File: config.mk
export PLATFORM = sky130hd
export DESIGN_NAME = commutation_sequencer
export DESIGN_NICKNAME = d
export VERILOG_FILES = /design/src/rtl/commutation_sequencer.sv
export SDC_FILE = /design/constraint.sdc
export NUM_CORES = 1
export LEC_CHECK = 0
export ABC_AREA = 1
export BUFFER_PORTS_ARGS = -buffer_cell sky130_fd_sc_hd__buf_2
export CAP_MARGIN = 10
export CORE_MARGIN = 4
export CORE_UTILIZATION = 67
export CTS_CLUSTER_SIZE = 28
export DETAILED_ROUTE_END_ITERATION = 7
export HOLD_SLACK_MARGIN = 0.12
export MAX_ROUTING_LAYER = met4
export PLACE_DENSITY_LB_ADDON = 0.12
export SYNTH_ARGS = -nofsm -noshare
export SYNTH_HDL_FRONTEND = slang
export SYNTH_SLANG_ARGS = --single-unit
File: constraint.sdc
create_clock -name clk -period 13.2 [get_ports clk]
set_clock_uncertainty 0.2 [all_clocks]
set_input_delay 2.64 -clock clk [delete_from_list [all_inputs] [get_ports clk]]
set_output_delay 2.64 -clock clk [all_outputs]
set_load 0.1 [all_outputs]
File: src/rtl/commutation_sequencer.sv
// commutation_sequencer
//   Produces the electrical angle (cycle_position) and drive gain for the
//   three-phase BLDC commutation/PWM block. Runs rotor alignment,
//   acceleration-limited velocity ramps, steady run and controlled stop.
//
// Ports
//   clk            system clock
//   reset          asynchronous, active-low; clears all state and outputs
//   start          single-cycle run request (honoured only when idle)
//   stop           single-cycle ramp-down request (wins over start)
//   velocity_cmd   signed target velocity, steps/tick * 2^-FRAC_BITS
//   accel_step     maximum velocity change per tick, same units
//   run_gain       gain driven during RAMP/RUN/STOP
//   align_gain     gain driven during ALIGN
//   cycle_position integer electrical position, 0..CYCLE_STEPS-1
//   gain           gain to the commutation block
//   enable, busy   high whenever the sequencer is not idle
//   at_speed       high in RUN
module commutation_sequencer #(
    parameter int unsigned CYCLE_STEPS = 1170,
    parameter int unsigned FRAC_BITS   = 8,
    parameter int unsigned UPDATE_DIV  = 1024,
    parameter int unsigned ALIGN_TICKS = 256
) (
    input  logic               clk,
    input  logic               reset,
    input  logic               start,
    input  logic               stop,
    input  logic signed [15:0] velocity_cmd,
    input  logic        [7:0]  accel_step,
    input  logic        [9:0]  run_gain,
    input  logic        [9:0]  align_gain,
    output logic        [10:0] cycle_position,
    output logic        [9:0]  gain,
    output logic               enable,
    output logic               at_speed,
    output logic               busy
);

    localparam int unsigned ACC_W = 11 + FRAC_BITS;
    localparam int unsigned CNT_W = (UPDATE_DIV > 1) ? $clog2(UPDATE_DIV) : 1;
    localparam int unsigned AL_W  = $clog2(ALIGN_TICKS + 1);
    localparam logic signed [ACC_W:0] WRAP_LEN = (ACC_W + 1)'(CYCLE_STEPS << FRAC_BITS);

    typedef enum logic [2:0] {
        S_IDLE,
        S_ALIGN,
        S_RAMP,
        S_RUN,
        S_STOP
    } state_t;

    state_t             state;
    state_t             state_nx;
    logic [CNT_W-1:0]   tick_cnt;
    logic               tick;
    logic [AL_W-1:0]    align_cnt;
    logic [AL_W-1:0]    align_nx;
    logic signed [15:0] vel;
    logic signed [15:0] vel_nx;
    logic [ACC_W-1:0]   acc;
    logic [ACC_W-1:0]   acc_nx;

    logic signed [15:0]  cmd_sat;
    logic signed [15:0]  target;
    logic signed [16:0]  diff;
    logic signed [16:0]  accel_ext;
    logic signed [16:0]  vel_up;
    logic signed [16:0]  vel_dn;
    logic signed [15:0]  vel_step;
    logic signed [ACC_W:0] acc_sum;
    logic signed [ACC_W:0] acc_fix;
    logic [ACC_W-1:0]    acc_wrap;

    assign tick = (tick_cnt == CNT_W'(UPDATE_DIV - 1));

    // -32768 has no positive counterpart; clamp so ramps stay symmetric.
    assign cmd_sat   = (velocity_cmd == 16'sh8000) ? 16'sh8001 : velocity_cmd;
    assign target    = (state == S_STOP) ? 16'sd0 : cmd_sat;
    assign diff      = {target[15], target} - {vel[15], vel};
    assign accel_ext = {9'd0, accel_step};
    assign vel_up    = {vel[15], vel} + accel_ext;
    assign vel_dn    = {vel[15], vel} - accel_ext;

    // Step toward target, landing exactly on it when within one step.
    always_comb begin
        vel_step = target;
        if (diff > accel_ext) begin
            vel_step = vel_up[15:0];
        end else if (diff < -accel_ext) begin
            vel_step = vel_dn[15:0];
        end
    end

    // Old velocity advances the position; a single wrap correction suffices
    // because |vel| is far below one electrical cycle.
    assign acc_sum = $signed({1'b0, acc}) + $signed({{(ACC_W - 15){vel[15]}}, vel});

    always_comb begin
        acc_fix = acc_sum;
        if (acc_sum >= WRAP_LEN) begin
            acc_fix = acc_sum - WRAP_LEN;
        end else if (acc_sum[ACC_W]) begin
            acc_fix = acc_sum + WRAP_LEN;
        end
    end

    assign acc_wrap = acc_fix[ACC_W-1:0];

    always_comb begin
        state_nx = state;
        acc_nx   = acc;
        vel_nx   = vel;
        align_nx = align_cnt;
        case (state)
            S_IDLE: begin
                if (start && !stop) begin
                    state_nx = S_ALIGN;
                    acc_nx   = '0;
                    vel_nx   = '0;
                    align_nx = '0;
                end
            end
            S_ALIGN: begin
                acc_nx = '0;
                if (stop) begin
                    state_nx = S_IDLE;
                end else if (tick) begin
                    align_nx = align_cnt + 1'b1;
                    if (align_cnt == AL_W'(ALIGN_TICKS - 1)) begin
                        state_nx = S_RAMP;
                    end
                end
            end
            S_RAMP, S_RUN, S_STOP: begin
                if (tick) begin
                    acc_nx = acc_wrap;
                    vel_nx = vel_step;
                    if (state == S_RAMP && vel_step == cmd_sat) begin
                        state_nx = S_RUN;
                    end
                    if (state == S_RUN && vel != cmd_sat) begin
                        state_nx = S_RAMP;
                    end
                    if (state == S_STOP && vel_step == 16'sd0) begin
                        state_nx = S_IDLE;
                    end
                end
                if (stop && state != S_STOP) begin
                    state_nx = S_STOP;
                end
            end
            default: begin
                state_nx = S_IDLE;
            end
        endcase
    end

    always_ff @(posedge clk or negedge reset) begin
        if (!reset) begin
            state          <= S_IDLE;
            tick_cnt       <= '0;
            align_cnt      <= '0;
            vel            <= '0;
            acc            <= '0;
            cycle_position <= '0;
            gain           <= '0;
            enable         <= 1'b0;
            at_speed       <= 1'b0;
            busy           <= 1'b0;
        end else begin
            tick_cnt       <= tick ? '0 : tick_cnt + 1'b1;
            state          <= state_nx;
            align_cnt      <= align_nx;
            vel            <= vel_nx;
            acc            <= acc_nx;
            cycle_position <= acc_nx[ACC_W-1:FRAC_BITS];
            if (state_nx == S_IDLE) begin
                gain <= '0;
            end else if (state_nx == S_ALIGN) begin
                gain <= align_gain;
            end else begin
                gain <= run_gain;
            end
            enable   <= (state_nx != S_IDLE);
            busy     <= (state_nx != S_IDLE);
            at_speed <= (state_nx == S_RUN);
        end
    end

endmodule
; ---- After elaboration in Yosys (flattened, before gate mapping)
; Cells that the tools add are included.
[word_totals]
register_bits = 69
[classes]
n_eq_ne = 16
mux = 29
n_reduce_logical = 17
magnitude_cmp = 3
addsub = 9
[op_table]
columns = cell, count
row1 = $mux 16, 6
row2 = $mux 19, 4
row3 = $pmux 19 s3, 1
row4 = $pmux 16 s2, 1
row5 = $mux 10, 3
row6 = $mux 3, 9
row7 = $mux 9, 3
row8 = $add 20x16->20, 1
row9 = $ge 20x20->1 const B, 1
row10 = $add 19x19->19 const B, 1
row11 = $sub 19x19->19 const B, 1
row12 = $pmux 9 s2, 1
row13 = $gt 17x9->1, 1
row14 = $lt 17x17->1, 1
row15 = $neg 8->17, 1
row16 = $sub 16x16->17, 1
row17 = $add 16x9->16, 1
row18 = $eq 16x16->1, 1
row19 = $eq 16x16->1 const B, 1
row20 = $logic_not 16->1, 1
row21 = $ne 16x16->1, 1
row22 = $sub 16x9->16, 1
row23 = $add 10x1->10 const B, 1
row24 = $eq 10x10->1 const B, 1
row25 = other kinds (16), 30

; ---- Logic depth before layout (Yosys ltp)
[depth]
word_depth = 18
ltp_mapped = 46
ltp_nobuf = 45

; ---- Worst setup path after synthesis
; Ideal clock, no wire load.
[synth_path]
path_kind = input to register
startpoint = in velocity_cmd[12]
endpoint = reg gain[0]
stages = 39
setup_time_ns = 0.117
arrival_ns = 6.944
path_slack_ns = 5.939
cell_sequence = inv_1 -> nand4_1 -> nor2_1 -> a21oi_1 -> nor2_1 -> inv_1 -> ha_1 -> inv_1 -> fa_1 -> a21o_2 -> nand2_2 -> nand2_2 -> nand2_2 -> nand2_2 -> nand2_2 -> nand2_2 -> nand3_2 -> o21ai_2 -> [3 not listed] -> inv_1 -> nor3_1 -> a211oi_1 -> nand3_1 -> nand2_2 -> nand2_1 -> nand3_1 -> nand2_2 -> nor2_1 -> nand2_1 -> nor2_2 -> nand2_1 -> nand2_1 -> nand2_2 -> nand2_4 -> nand2_4 -> nand2_1 -> nand2_1
[synth_via]
elab_chain_len = 18
word_cells_on_any_way = 24
classes_between = add/sub: 1 / order compare: 2 / eq/ne: 4 / mux: 12 / reduce/logical: 5
[synth_lines]
columns = item, line
row1 = "start, declared", 29  ; input logic signed [15:0] velocity_cmd,
row2 = $eq 16x16->1, 78  ; assign cmd_sat = (velocity_cmd == 16'sh8000) ? 16'sh8001 : velocity_cmd;
row3 = $mux 16 (*), 78
row4 = $mux 16, 79  ; assign target = (state == S_STOP) ? 16'sd0 : cmd_sat;
row5 = $sub 16x16->17, 80  ; assign diff = {target[15], target} - {vel[15], vel};
row6 = $lt 17x17->1, 90  ; end else if (diff < -accel_ext) begin
row7 = $mux 16, 90
row8 = $mux 16, 88  ; if (diff > accel_ext) begin
row9 = $eq 16x16->1, 139  ; if (state == S_RAMP && vel_step == cmd_sat) begin
row10 = [2 not listed], --
row11 = $mux 3, 142  ; if (state == S_RUN && vel != cmd_sat) begin
row12 = $mux 3 (*), 145  ; if (state == S_STOP && vel_step == 16'sd0) begin
row13 = $mux 3 (*), 136  ; if (tick) begin
row14 = $mux 3 (*), 149  ; if (stop && state != S_STOP) begin
row15 = $pmux 3 s3 (*), 115  ; case (state)
row16 = $eq 3x1->1, 180  ; end else if (state_nx == S_ALIGN) begin
row17 = $mux 10, 180
row18 = $mux 10 (*), 178  ; if (state_nx == S_IDLE) begin
row19 = "end signal, assigned", 181  ; gain <= align_gain;
row20 = "end signal, assigned", 183  ; gain <= run_gain;
row21 = "end, declared", 34  ; output logic [9:0] gain,
; Mark *: on every way between the ends. The rest lies on a longest branch, timed or not.
; A chain may end at the register's enable or synchronous reset.

; ---- Worst setup path in the final report
[layout_path]
startpoint = in velocity_cmd[11]
endpoint = reg gain[8]
; The elaborated chain is that of the path after synthesis.

==> results by group <==
Power
  • VDD IR max: between 0.0001 and 0.00015 V
  • Leakage: ~4.8 nW
  • Pwr per Cell Area: 73.3 nW/µm²
  • Pwr Total: 634 µW

Clock network
  • Clk slew on worst S/H paths: ~0.070 ns
  • Max H-tree Level: 3
  • Clk root buf: clkbuf_16
  • Post-CTS resize count: 0
  • Clk_lat worst skew: 0.35 ns
  • Cts bufs inserted: 9
  • CTS tree: built
  • Hold buffer count at CTS: 0
  • Setup Fix Bufs, Post-CTS: 0
  • Clock tree buffer depth: 2
  • Clock sinks: roughly 70

Routing
  • Vias post-DR: approximately 8500
  • Post-route ant nets: 0
  • # DRC: 0
  • DR iter-0 viols: between 900 and 1000
  • Routed vias/inst: 5.89
  • WL/cell: 16.8 µm
  • Initial DRT Pass Iterations: 6
  • Total wire length: roughly 24000 µm

Timing
  • Crit share post-route: 61.3%
  • Fmax: 124 MHz
  • Final Hold Viols: 0
  • Worst-margin pin slew: 0.919 ns
  • Hold WS: a little under 0.3 ns
  • Slew margin rel.: 38.8%
  • Unrepaired setup endpoints after global routing: no
  • Worst setup margin: approximately 5 ns
  • Setup violators final: 0
  • Slew Viols, Final: 0
  • Setup TNS: 0 ns
  • Final Critical Period: a little over 8 ns

Flow run
  • Max-Cap Viols: 0

Worst setup path
  • Worst reg-to-reg path cell count: 34
  • Setup CP Type: in2reg
  • CP Capture Type: flop
  • Most Frequent Cell on Critical Path: nand2_2
  • Critical Path RT: 13.24 ns
  • Slowest cell on crit path: a211oi_1
  • Worst r2r dst: gain[8]$_DFF_PN0_
  • Worst path depth: 40
  • Setup crit start: velocity_cmd[11]
  • Max FO, Critical Path: 11
  • Reg-to-reg startpoint: state[0]$_DFF_PN0_
  • Crit path capture: gain[8]$_DFF_PN0_
  • CP Data Arrival Time: 8.13 ns
  • CP Launch Type: primary input
  • Max incr delay on CP: ~0.4 ns
  • Worst path buffer plus inverter count: 6
  • Crit path max-delay family: simple AND/OR/NAND/NOR gates
  • R2r setup slk: 6.95 ns

Finish
  • Layout cell share with drive strength beyond 1: 10.6%
  • Most frequent cells in the layout: 343 x nand2_1, 164 x inv_1, 110 x nand3_1
  • Finished Layout Cells: roughly 1400
  • ANT cells: 0
  • Nets: 1419
  • Area growth syn-to-layout: 8.16%
  • Commonest non-fill, non-tap cell in the layout: nand2_1

Synth
  • Ys async rst share: 100%
  • Top cell type's share of synthesized area: a little over a fifth
  • Yosys warning total: 0
  • Post-synthesis sequential area ratio: between 20% and 30%
  • Dominant synthesized flop cell: dfrtp_1
  • EDFF count, synth: 0
  • Syn avg cell area: 6.50 µm²
  • Mapped Cells: between 1000 and 1500
  • Post-synth top area cell: dfrtp_1
  • Post-Syn Nets: around 1400
  • Yosys cell types: 52
  • Synth Register Bits: 69
  • Synth area leaders: dfrtp_1 22%, nand2_1 16%, ha_1 13%
  • Cell Area, Synth: 8000 µm²

Floorplan
  • Die outline width: between 100 and 150 µm
  • Ports: 72
  • Row cnt: 39
  • Die area: 13800 µm²
  • Die outline height: around 120 µm
  • Core box area: 11600 µm²
  • Initial Util: between 60 and 70%

Status
  • Status: completed

Placement
  • Port Buffers: between 70 and 80
  • RePlAce Congestion: approximately 1.1
  • HPWL Detailed: approximately 19000 µm
  • Pre-CTS WS: between 4 and 5 ns
  • Post-Place Cells: 1419

Global route
  • All-Layer GR Usage: 37.2%
  • First-pass GRT wire length: ~38000 µm
  • Initial antenna violation count: 0
  • Largest net degree at the start of global routing: 70
  • GRT overflow: 0
  • Vias in the first global route: a little under 8000

Hold path
  • Hold Path Stages: 1
  • Worst Hold Class: reg2reg
[cells by family after synthesis]
kind of cell               count (synthesis)  share of synthesized area [%]
adders and majority gates                 84                           13.5
AOI/OAI and AO/OA                        166                           11.6
and+or+nand+nor                          643                           35.0
DFF                                       69                           21.6
xor gates and xnor gates                  72                           7.98
buffers and inverters                    197                           10.3
[power breakdown]
part	leakage [nW]	switching [mW]	internal [mW]
clock network	0.139	0.107	0.131
logic	3.72	0.130	0.0505
registers	0.941	0.00141	0.214
total	4.80	0.238	0.396
[cell type report]
type | count | area [µm²]
Tap cell | 143 | 179
Clock inverter | 7 | 62.6
Fill cell | 959 | 2910
Timing Repair Buffer | 74 | 378
Multi-Input combinational cell | 965 | 5450
Clock buffer | 9 | 225
Sequential cell | 69 | 1730
Inverter | 168 | 631
[cell usage after synthesis, types with 11 or more instances]
master and count:
nand2_1 343, inv_1 164, nand3_1 110, nor2_1 104, ha_1 80, dfrtp_1 69
a21oi_1 65, xor2_1 59, o21ai_0 57, nor3_1 22, nand2_2 19, buf_4 12
clkbuf_1 12, xnor2_1 12, nand4_1 11
[state kept, by name (all words and copies together) (netlist names)]
register and flops:
state 3, vel 16, at_speed 1, busy 1, align_cnt 9, tick_cnt 10
acc 19, gain 10
[layer usage]
layer  global-route usage, %  part of all wire (%)  vias up
met2                    57.7                    45      445
met1                    48.8                    43     3850
li1                        -                     -     4112
met3                    6.68                   9.3       52
met5                       -                     0        -
met4                    13.1                   3.0        0
[worst min-delay path by stage]
stage                               start               endpoint
floorplan              acc[2]$_DFFE_PN0P_     acc[2]$_DFFE_PN0P_
global placement       acc[7]$_DFFE_PN0P_     acc[7]$_DFFE_PN0P_
detailed placement  tick_cnt[9]$_DFF_PN0_  tick_cnt[9]$_DFF_PN0_
CTS                 tick_cnt[9]$_DFF_PN0_  tick_cnt[9]$_DFF_PN0_
global route           acc[2]$_DFFE_PN0P_     acc[2]$_DFFE_PN0P_
finish              tick_cnt[9]$_DFF_PN0_  tick_cnt[9]$_DFF_PN0_
[stage by stage]
stage / utilization, % / cell area (µm²)
2_1_floorplan: - / 8000
5_1_grt: 74.8 / 8650
6_report: 74.8 / 8650
3_5_place_dp: 72.3 / 8370
3_3_place_gp: 72.3 / 8370
4_1_cts: 74.8 / 8650
Power figures use the tool's default switching activity.
